**src/rtl/assoc_cache_control.sv**
```systemverilog
// assoc_cache_control
//   Controller for an N-way set-associative cache. A hit completes in the
//   same cycle. A miss picks a victim way: the lowest invalid way, or the
//   way chosen by a per-set tree pseudo-LRU when every way is valid. A dirty
//   victim is written back (EVICT) before the line is refilled (FILL).
//
// Ports
//   clk, rst_n                  clock, async active-low reset
//   mem_read_i / mem_write_i    CPU request, held until mem_resp_o
//   set_index_i                 set addressed by the request
//   hit_vec_i                   per-way hit (tag match & valid), one-hot or 0
//   valid_vec_i / dirty_vec_i   valid/dirty bits of the addressed set
//   pmem_resp_i                 physical memory completion pulse
//   mem_resp_o                  CPU request complete (1-cycle pulse)
//   pmem_read_o / pmem_write_o  physical memory request, held until pmem_resp_i
//   way_sel_o                   way presented to the data/tag muxes
//   data_we_o, tag_we_o,
//   valid_we_o, dirty_we_o      one-hot per-way array write enables
//   dirty_in_o                  value written on dirty_we_o
//   datain_sel_o                0 = line from pmem, 1 = CPU write data merged
//   addr_sel_o                  pmem address: 0 = CPU tag, 1 = victim tag
module assoc_cache_control #(
  parameter int NUM_WAYS = 4,
  parameter int SET_BITS = 3,
  localparam int WAY_BITS = $clog2(NUM_WAYS),
  localparam int NUM_SETS = 1 << SET_BITS
) (
  input  logic                clk,
  input  logic                rst_n,
  input  logic                mem_read_i,
  input  logic                mem_write_i,
  input  logic [SET_BITS-1:0] set_index_i,
  input  logic [NUM_WAYS-1:0] hit_vec_i,
  input  logic [NUM_WAYS-1:0] valid_vec_i,
  input  logic [NUM_WAYS-1:0] dirty_vec_i,
  input  logic                pmem_resp_i,
  output logic                mem_resp_o,
  output logic                pmem_read_o,
  output logic                pmem_write_o,
  output logic [WAY_BITS-1:0] way_sel_o,
  output logic [NUM_WAYS-1:0] data_we_o,
  output logic [NUM_WAYS-1:0] tag_we_o,
  output logic [NUM_WAYS-1:0] valid_we_o,
  output logic [NUM_WAYS-1:0] dirty_we_o,
  output logic                dirty_in_o,
  output logic                datain_sel_o,
  output logic                addr_sel_o
);

  typedef enum logic [1:0] {IDLE, EVICT, FILL} state_e;

  state_e              state_q, state_d;
  logic [WAY_BITS-1:0] victim_q, victim_d;

  // Tree PLRU, heap-numbered nodes 1..NUM_WAYS-1. Level l of the tree
  // decides bit l of the way index (LSB at the root); a node bit of 1 means
  // the least-recent side is the "1" subtree.
  logic [NUM_WAYS-1:1] plru_q [NUM_SETS];
  logic [NUM_WAYS-1:1] plru_cur, plru_upd;
  logic                plru_we;

  logic                req, is_wr, hit;
  logic [WAY_BITS-1:0] hit_way, plru_way, miss_way;
  logic [NUM_WAYS-1:0] vic_oh;

  // Read wins when both request lines are high.
  assign req    = mem_read_i | mem_write_i;
  assign is_wr  = mem_write_i & ~mem_read_i;
  assign hit    = |hit_vec_i;
  assign vic_oh = NUM_WAYS'(1) << victim_q;

  always_comb begin
    hit_way = '0;
    for (int w = 0; w < NUM_WAYS; w++)
      if (hit_vec_i[w]) hit_way = hit_way | WAY_BITS'(w);
  end

  // Walk the tree to the PLRU way, and build the entry that marks the hit
  // way most recent (each node on its path points away from it).
  always_comb begin
    logic [WAY_BITS-1:0] node;
    plru_cur = plru_q[set_index_i];
    plru_upd = plru_cur;
    plru_way = '0;
    node     = WAY_BITS'(1);
    for (int l = 0; l < WAY_BITS; l++) begin
      plru_way[l] = plru_cur[node];
      node        = WAY_BITS'({node, plru_cur[node]});
    end
    node = WAY_BITS'(1);
    for (int l = 0; l < WAY_BITS; l++) begin
      plru_upd[node] = ~hit_way[l];
      node           = WAY_BITS'({node, hit_way[l]});
    end
  end

  // Victim: lowest invalid way, else the PLRU way.
  always_comb begin
    logic found;
    found    = 1'b0;
    miss_way = plru_way;
    for (int w = 0; w < NUM_WAYS; w++)
      if (!valid_vec_i[w] && !found) begin
        miss_way = WAY_BITS'(w);
        found    = 1'b1;
      end
  end

  // Next state and outputs. Outputs are combinational so a hit completes in
  // the cycle it is presented; they are forced low while reset is asserted.
  always_comb begin
    state_d      = state_q;
    victim_d     = victim_q;
    plru_we      = 1'b0;
    mem_resp_o   = 1'b0;
    pmem_read_o  = 1'b0;
    pmem_write_o = 1'b0;
    way_sel_o    = '0;
    data_we_o    = '0;
    tag_we_o     = '0;
    valid_we_o   = '0;
    dirty_we_o   = '0;
    dirty_in_o   = 1'b0;
    datain_sel_o = 1'b0;
    addr_sel_o   = 1'b0;
    if (rst_n) begin
      unique case (state_q)
        IDLE: begin
          if (req && hit) begin
            mem_resp_o = 1'b1;
            way_sel_o  = hit_way;
            plru_we    = 1'b1;
            if (is_wr) begin
              datain_sel_o = 1'b1;
              data_we_o    = hit_vec_i;
              dirty_we_o   = hit_vec_i;
              dirty_in_o   = 1'b1;
            end
          end else if (req) begin
            victim_d = miss_way;
            state_d  = (valid_vec_i[miss_way] && dirty_vec_i[miss_way]) ? EVICT : FILL;
          end
        end
        EVICT: begin
          pmem_write_o = 1'b1;
          addr_sel_o   = 1'b1;
          way_sel_o    = victim_q;
          if (pmem_resp_i) state_d = FILL;
        end
        FILL: begin
          pmem_read_o = 1'b1;
          way_sel_o   = victim_q;
          if (pmem_resp_i) begin
            data_we_o  = vic_oh;
            tag_we_o   = vic_oh;
            valid_we_o = vic_oh;
            dirty_we_o = vic_oh;
            state_d    = IDLE;
          end
        end
        default: state_d = IDLE;
      endcase
    end
  end

  always_ff @(posedge clk or negedge rst_n) begin
    if (!rst_n) begin
      state_q  <= IDLE;
      victim_q <= '0;
      for (int s = 0; s < NUM_SETS; s++) plru_q[s] <= '0;
    end else begin
      state_q  <= state_d;
      victim_q <= victim_d;
      if (plru_we) plru_q[set_index_i] <= plru_upd;
    end
  end

endmodule

```
**config.mk**
```make
export PLATFORM = sky130hd
export DESIGN_NAME = assoc_cache_control
export DESIGN_NICKNAME = d
export VERILOG_FILES = /design/src/rtl/assoc_cache_control.sv
export SDC_FILE = /design/constraint.sdc
export NUM_CORES = 1
export LEC_CHECK = 0
export CAP_MARGIN = 40
export CORE_ASPECT_RATIO = 1.1
export CORE_UTILIZATION = 32
export CTS_CLUSTER_SIZE = 20
export DETAILED_ROUTE_END_ITERATION = 16
export HOLD_SLACK_MARGIN = 0.03
export PLACE_DENSITY_LB_ADDON = 0.08
export SLEW_MARGIN = 20
export SYNTH_ARGS = -nofsm -noshare
export SYNTH_HDL_FRONTEND = slang
export SYNTH_SLANG_ARGS = --single-unit
```
**constraint.sdc**
```tcl
create_clock -name clk -period 5.1 [get_ports clk]
set_input_delay 1.02 -clock clk [delete_from_list [all_inputs] [get_ports clk]]
set_output_delay 1.02 -clock clk [all_outputs]
set_load 0.01 [all_outputs]
```
# Word-level counts from Yosys, hierarchy flattened
# Cells that the tools add are included.
[word_totals]
ff_bits = 28
[op_classes]
mux = 52
bitwise = 7
n_shift = 1
reduce_logical = 17
n_lt_le_gt_ge = 6
eq_ne = 6
[op_table]
columns = ["operator", "count"]
rows = [
  ["two-way mux 2 bit", 13],
  ["bitwise mux 24 bit", 1],
  ["two-way mux 4 bit", 6],
  ["two-way mux 1 bit", 20],
  ["binary-select mux 3 bit (select 3 bit)", 1],
  ["demux 3 bit (select 3 bit)", 1],
  ["< comparator 2 x 3 -> 1 bit, second input constant", 3],
  ["two-way mux 3 bit", 3],
  ["!= test 2 bit, second input constant", 4],
  ["one-hot mux 4 bit (2 select lines)", 1],
  ["logical AND 1 bit", 7],
  ["one-hot mux 2 bit (3 select lines)", 1],
  ["zero test 1 bit", 5],
  ["AND reduction 5 bit", 1],
  ["binary-select mux 1 bit (select 2 bit)", 2],
  [">= comparator 4 bit, second input constant", 1],
  ["< comparator 4 x 1 -> 1 bit, second input constant", 1],
  ["NOT 1 bit", 4],
  ["NOT 3 -> 4 bit", 1],
  ["one-hot mux 2 bit (2 select lines)", 1],
  ["AND reduction 4 bit", 1],
  ["OR reduction 4 bit", 1],
  ["<< shifter 1 x 2 -> 4 bit, first input constant", 1],
  ["bitwise mux 3 bit", 1],
  ["other kinds (8)", 8],
]

# Depth between registers and ports, before layout
# Gate-level depths: netlist of the first run.
[logic_depth]
word_depth = 17
depth_mapped = 7
mapped_depth_nobuf = 7

# Worst setup path after synthesis of the first run
# Ideal clock, no wire load.
[synth_timing]
path_type = "input-to-output"
from = "in hit_vec_i[3]"
to = "out dirty_in_o"
required_time_ns = 4.080
path_slack_ns = 2.121
stages = 3
arrival_time_ns = 1.959
cell_sequence = "or4_1 -> and3_1 -> buf_4"
[synth_between]
elab_chain_len = 5
[synth_lines]
columns = ["element", "line", "rtl"]
rows = [
  ["start, declared", "33", "input logic [NUM_WAYS-1:0] hit_vec_i,"],
  ["OR reduction 4 bit", "69", "assign hit = |hit_vec_i;"],
  ["logical AND 1 bit", "129", "if (req && hit) begin"],
  ["two-way mux 1 bit (3 in a row)", "--", ""],
  ["end, declared", "45", "output logic dirty_in_o,"],
]
# No other way between the ends.

# Final worst setup path of the first run
[layout_timing]
from = "in rst_n"
to = "out valid_we_o[1]"
[layout_between]
elab_chain_len = 1
[layout_lines]
columns = ["element", "line", "rtl"]
rows = [
  ["start, declared", "29", "input logic rst_n,"],
  ["two-way mux 4 bit", "126", "if (rst_n) begin"],
  ["end, declared", "43", "output logic [NUM_WAYS-1:0] valid_we_o,"],
]
# No other way between the ends.

==> metrics.yaml, run 1 <==
synthDistinctLibCells: 42
hold_class: "flop to flop"
cts_buffer_depth: 2
drive_above_1_share_pct: 18.0
seq_area_frac_synth_pct: 37.7
ys_async_sr_fraction_pct: 100
regArea_um2: 701
gr-usage-all-layers_pct: 15.1
port_buffers: 43
route.detailed.drc: 0
power-per-cell-area_mw_per_mm2: 344
hold_slack_ns: 0.507
synth.top_cell.area_share_pct: 37.7
initial_utilization_pct: 33.8
timing.rr.end: "plru_q[10]$_DFFE_PN0P_"
multi_input_area_mm2: 0.00103
postSynthAreaPerCell_um2: 10.1
ys_top_cells_by_count: "dfrtp_1, mux2_2, nand2_1, nor2_1, a21oi_1"
setup_tns_ns: 0
io-pin-count: 44
syn_nets: 207
end_kind: "output pin"
r2r_start: "state_q[0]$_DFFE_PN0P_"
drv_cap: 0
fmax_mhz: 251
holdBufCountCts: 0
worstMarginPinSlew_ns: 0.595
clkSinkCount: 28
first_pass_iters: 4
core_mm2: 0.00550
whs_path_depth: 1
nets: 242
crit_path_max_fanout: 14
dieWidth_um: 74.6
row_count: 28
routedWlPerCell_um: 14.6
post_cts_buffers: 0
antenna_cells: 0
clk_latency_ns: 0.27
dieArea_mm2: 0.00611
synthMostInstantiatedCell: "dfrtp_1"
power_mw: 0.805
grt_pass1_vias: 1482
ctsHtreeMaxLevel: 1
drt-total-wl_um: 4270
syn_to_final_growth_pct: 26.1
postLayoutCoreUtil_pct: 42.6
drt_iter0_drc: 28
crit_arrival_ns: 2.96
min_from: "plru_q[11]$_DFFE_PN0P_"
clk_pin_slew_ns: 0.09
cts_tree: "yes"
reg2regPathDepth: 7
fillers: 539
finalCritPeriodShare_pct: 78.1
cts_made_buffers: 3
layout_min_cycle_time_ns: 3.98
synth-seq-cells: 28
place_congestion: 0.783
p_leak_nw: 0.985
grt_pass1_wl_um: 6960
die_h_um: 81.9
grt_max_degree: 25
ff2ff_setup_slack_ns: 2.68
synth_area_leaders: "dfrtp_1, mux2_2, buf_4"
synth_edf_count: 0
place_hpwl_um: 3410
syn-cell-area_mm2: 0.00186
outcome: "complete, no violations"
vias: 1477
synth_cells: 183
grt_overflow: 0
required_ns: 4.08
ys.flop_type: "dfrtp_1"
grt_antenna_before_repair: 0
hold_path_end: "plru_q[11]$_DFFE_PN0P_"
cts_root_buffer: "clkbuf_8"
ys.warnings.count: 0
cts_resized: 0
final_hold_viol_count: 0
synth_top_cell_by_area: "dfrtp_1"
via_per_inst: 5.06
rsz0062_at_grt: "no"
vdd_drop_max_mv: 0.185
slew_viol_final: 0
antenna_left: 0
final.setup_skew_ns: 0.00570
critPathLaunchType: "input pin"
slew_headroom_pct: 60.1
setup-violations-final: 0
crit_type: "input pin to output pin"
==> worst max-delay path by stage <==
| stage | start | end | depth (start not counted) |
|---|---|---|---|
| after global routing | rst_n | tag_we_o[2] | 4 |
| after detailed placement | rst_n | valid_we_o[1] | 4 |
| after CTS | rst_n | valid_we_o[1] | 4 |
| after floorplan | hit_vec_i[3] | dirty_in_o | 3 |
| after global placement | hit_vec_i[3] | mem_resp_o | 4 |
| final | rst_n | valid_we_o[1] | 4 |
==> per-layer routing <==
metal  wire length [µm]  global-route usage [%]  share of wire, %  vias to the layer above
met3                168                    1.96               3.9                        5
met1               1760                    17.6                41                      717
met2               2300                    28.6                54                       36
li1                   -                       -                 -                      719
met4                 44                    3.96               1.0                        0
met5                  0                       0                 0                        -
==> cells by family after synthesis <==
logic type                 after synthesis  synth area share (%)
AOI/OAI and AO/OA                       34                  11.5
adders and majority gates                4                  2.70
buffers and inverters                   21                  6.94
DFF                                     28                  37.7
muxes                                   34                  23.6
and+or+nand+nor                         62                  17.5
==> critical path: stages <==
cell	delay (ns)
clkdlybuf4s50_1	0.77
nand3_1	0.24
nor3b_1	0.32
clkdlybuf4s50_1	0.61
==> area by class of cell <==
type,count,share of cell area [%]
Multi-Input combinational cell,134,43.9
Sequential cell,28,29.9
Timing Repair Buffer,45,18.9
Tap cell,75,4.01
Clock buffer,4,2.35
Inverter,6,0.962
==> state kept, by name, summed over array words and instances, names as in the netlist <==
register,flops
state_q,2
victim_q,2
plru_q,24
==> per-stage QoR <==
stage | setup slack [ns] | area, µm² | std cells
finish | 1.12 | 2340 | 292
global route | 0.992 | 2340 | 292
CTS | 1.08 | 2340 | 292
detailed placement | 1.10 | 2290 | 288
global placement | 1.19 | 2280 | 287
floorplan | 2.12 | 1860 | 183
==> cells in the final DEF (no fill, tap or decap), types with 2 or more instances in the layout <==
master / instances
clkdlybuf4s50_1: 43
dfrtp_1: 28
mux2_2: 26
nand2_1: 15
nor2_1: 15
a21oi_1: 12
o21ai_0: 9
inv_1: 6
nor3b_1: 5
nand2b_1: 5
nand3_1: 4
and2_1: 4
ha_1: 4
clkbuf_8: 4
and3_1: 3
nor3_1: 3
mux4_1: 3
mux2i_1: 3
o22ai_1: 2
==> where the power goes <==
part	total [mW]	internal [mW]	switching, mW
sequential	0.343	0.298	0.0448
combinational	0.327	0.179	0.148
clock	0.135	0.0691	0.0663
(Power assumes the default switching activity.)
==> run 2: changes to the inputs <==
clock period = 3.95 ns   (was 5.1 ns; I/O delays follow)
==> run 2 against run 1 <==
Effect of this change: worst hold slack got worse by 0.0028 ns; sequential power increased by 29%; design area increased by 0.11%; largest power group unchanged; critical endpoint is now valid_we_o[2].
==> metrics.yaml, run 2 (synthesis gave the netlist of run 1 again) <==
critical_path.top_delay_family: "buffers and inverters"  # unchanged
row_count: 28  # unchanged
rsz0062_at_grt: "no"  # unchanged
intPower_mw: 0.706  # was 0.547 mW
initial_utilization_pct: 33.8  # unchanged
antenna_cells: 0  # unchanged
end_kind: "output pin"  # unchanged
regMostFlops: "plru_q"  # unchanged
grt_pass1_vias: 1468  # was 1,482
grt_overflow: 0  # unchanged
worstMarginPinSlew_ns: 0.583  # was 0.595 ns
path_cells: "clkdlybuf4s50_1 > nand3_1 > nor3b_1 > clkdlybuf4s50_1"  # unchanged
ff2ff_setup_slack_ns: 1.54  # was 2.68 ns
combPwrFrac_pct: 40.7  # was 40.6%
fillers: 545  # was 539
vias: 1497  # was 1,477
syn_to_final_growth_pct: 26.3  # was 26.1%
grt_antenna_before_repair: 0  # unchanged
gr-usage-all-layers_pct: 15.1  # about the same
drt_iter0_drc: 42  # was 28
crit_type: "input pin to output pin"  # unchanged
ctsHtreeMaxLevel: 1  # unchanged
switchingPower_mw: 0.331  # was 0.259 mW
final.setup_skew_ns: 0.00221  # was 0.00570 ns
largest_register_ff_count: 24  # unchanged
drt-total-wl_um: 4320  # was 4270 µm
first_pass_iters: 4  # unchanged
slew_headroom_pct: 60.8  # was 60.1%
power_mw: 1.04  # was 0.805 mW
grt_max_degree: 25  # unchanged
outcome: "complete, no violations"  # unchanged
route.detailed.drc: 0  # unchanged
setup-violations-final: 0  # unchanged
power-per-cell-area_mw_per_mm2: 442  # was 344 mW/mm²
cts_root_buffer: "clkbuf_8"  # unchanged
crit_path_frequent_cell: "clkdlybuf4s50_1"  # unchanged
cp_slowest_cell: "clkdlybuf4s50_1"  # unchanged
cts_made_buffers: 3  # unchanged
clk_latency_ns: 0.26  # was 0.27 ns
die_h_um: 81.9  # unchanged
fmax_mhz: 285
cp.buffers_inverters: 2  # unchanged
drv_cap: 0  # unchanged
clockPowerShare_pct: 16.5  # was 16.8%
crit_arrival_ns: 2.71  # was 2.96 ns
layout_min_cycle_time_ns: 3.50
antenna_left: 0  # unchanged
core_mm2: 0.00550  # unchanged
cts_tree: "yes"  # unchanged
clkSinkCount: 28  # unchanged
nets: 242  # unchanged
cts_resized: 0  # unchanged
crit_path_max_fanout: 14  # unchanged
setup_tns_ns: 0  # unchanged
required_ns: 3.16  # was 4.08 ns
grt_pass1_wl_um: 7020  # was 6960 µm
place_congestion: 0.800  # was 0.783
p_leak_nw: 0.986  # was 0.985 nW
post_cts_buffers: 0  # unchanged
hold_class: "flop to flop"  # unchanged
final_cell_mix: "clkdlybuf4s50_1, dfrtp_1, mux2_2"  # unchanged
slew_viol_final: 0  # unchanged
routedWlPerCell_um: 14.8  # was 14.6 µm
top_regs: "plru_q (24), state_q (2), victim_q (2)"  # unchanged
drive_above_1_share_pct: 18.0  # unchanged
cts_buffer_depth: 2  # unchanged
final_common_cell: "clkdlybuf4s50_1"  # unchanged
vdd_drop_max_mv: 0.215  # was 0.185 mV
port_buffers: 43  # unchanged
critPathLaunchType: "input pin"  # unchanged
switching_share_pct: 31.9  # was 32.1%
place_hpwl_um: 3480  # was 3410 µm
dieArea_mm2: 0.00611  # unchanged
finalCritPeriodShare_pct: 88.7
io-pin-count: 44  # unchanged
seq_power_share_pct: 42.8  # was 42.6%
via_per_inst: 5.13  # was 5.06
clk_pin_slew_ns: 0.09  # about the same
holdBufCountCts: 0  # unchanged
cp_slowest_stage_delay_ns: 0.76  # was 0.77 ns
final_hold_viol_count: 0  # unchanged
dieWidth_um: 74.6  # unchanged
-- run 2: changes by cell type in the layout (fill, tap and decap cells not counted) --
cell   before  now
buf_2       1    0
buf_4       1    2
-- run 2: path summary, 6_finish.rpt --
check / startpoint / endpoint / depth (start not counted)
max reg2reg: state_q[0]$_DFFE_PN0P_ / plru_q[11]$_DFFE_PN0P_ / 7
max in group asynchronous: rst_n / plru_q[14]$_DFFE_PN0P_ / 2
min in group asynchronous: rst_n / victim_q[0]$_DFFE_PN0P_ / 1
max: rst_n / valid_we_o[2] / 4
min: plru_q[19]$_DFFE_PN0P_ / plru_q[19]$_DFFE_PN0P_ / 1
min reg2reg: plru_q[19]$_DFFE_PN0P_ / plru_q[19]$_DFFE_PN0P_ / 1
-- run 2: metal layers --
metal / part of all wire (%) / up-vias / wire length (µm) / track usage [%]
met2: 53 / 36 / 2300 / 27.9
li1: - / 723 / - / -
met1: 42 / 733 / 1820 / 17.6
met4: 1.3 / 0 / 57 / 5.47
met3: 3.3 / 5 / 142 / 1.72
met5: 0 / - / 0 / 0
-- run 2: stage by stage --
stage / std cells / setup WS [ns] / hold WS (ns) / area, µm² / utilization, %
after floorplan: 183 / 1.43 / 0.470 / 1860 / -
after global placement: 288 / 0.414 / 0.482 / 2290 / 41.6
after detailed placement: 288 / 0.413 / 0.486 / 2290 / 41.6
after CTS: 292 / 0.401 / 0.508 / 2340 / 42.6
after global routing: 292 / 0.314 / 0.523 / 2340 / 42.6
final: 292 / 0.447 / 0.504 / 2340 / 42.6
-- run 2: worst reg2reg max path: cells and delay by family (launching register included) --
| kind | cells | cell delay (ns) |
|---|---|---|
| AOI/OAI and AO/OA | 1 | 0.21 |
| adders and majority gates | 1 | 0.24 |
| buffers and inverters | 1 | 0.12 |
| DFF | 1 | 0.41 |
| muxes | 1 | 0.40 |
| and+or+nand+nor | 3 | 0.91 |
-- run 2: area by class of cell --
class                           count  area, µm²  area share (%)
Tap cell                           75       93.8            4.00
Timing Repair Buffer               45        445            19.0
Inverter                            6       22.5           0.961
Multi-Input combinational cell    134       1030            43.8
Clock buffer                        4       55.1            2.35
Sequential cell                    28        701            29.9
-- run 2: power groups by stage --
stage	logic (mW)	clock network (mW)	registers [mW]
final	0.422	0.171	0.444
after global routing	0.468	0.192	0.460
after CTS	0.427	0.180	0.445
after detailed placement	0.425	0	0.452
after global placement	0.420	0	0.445
after floorplan	0.315	0	0.421
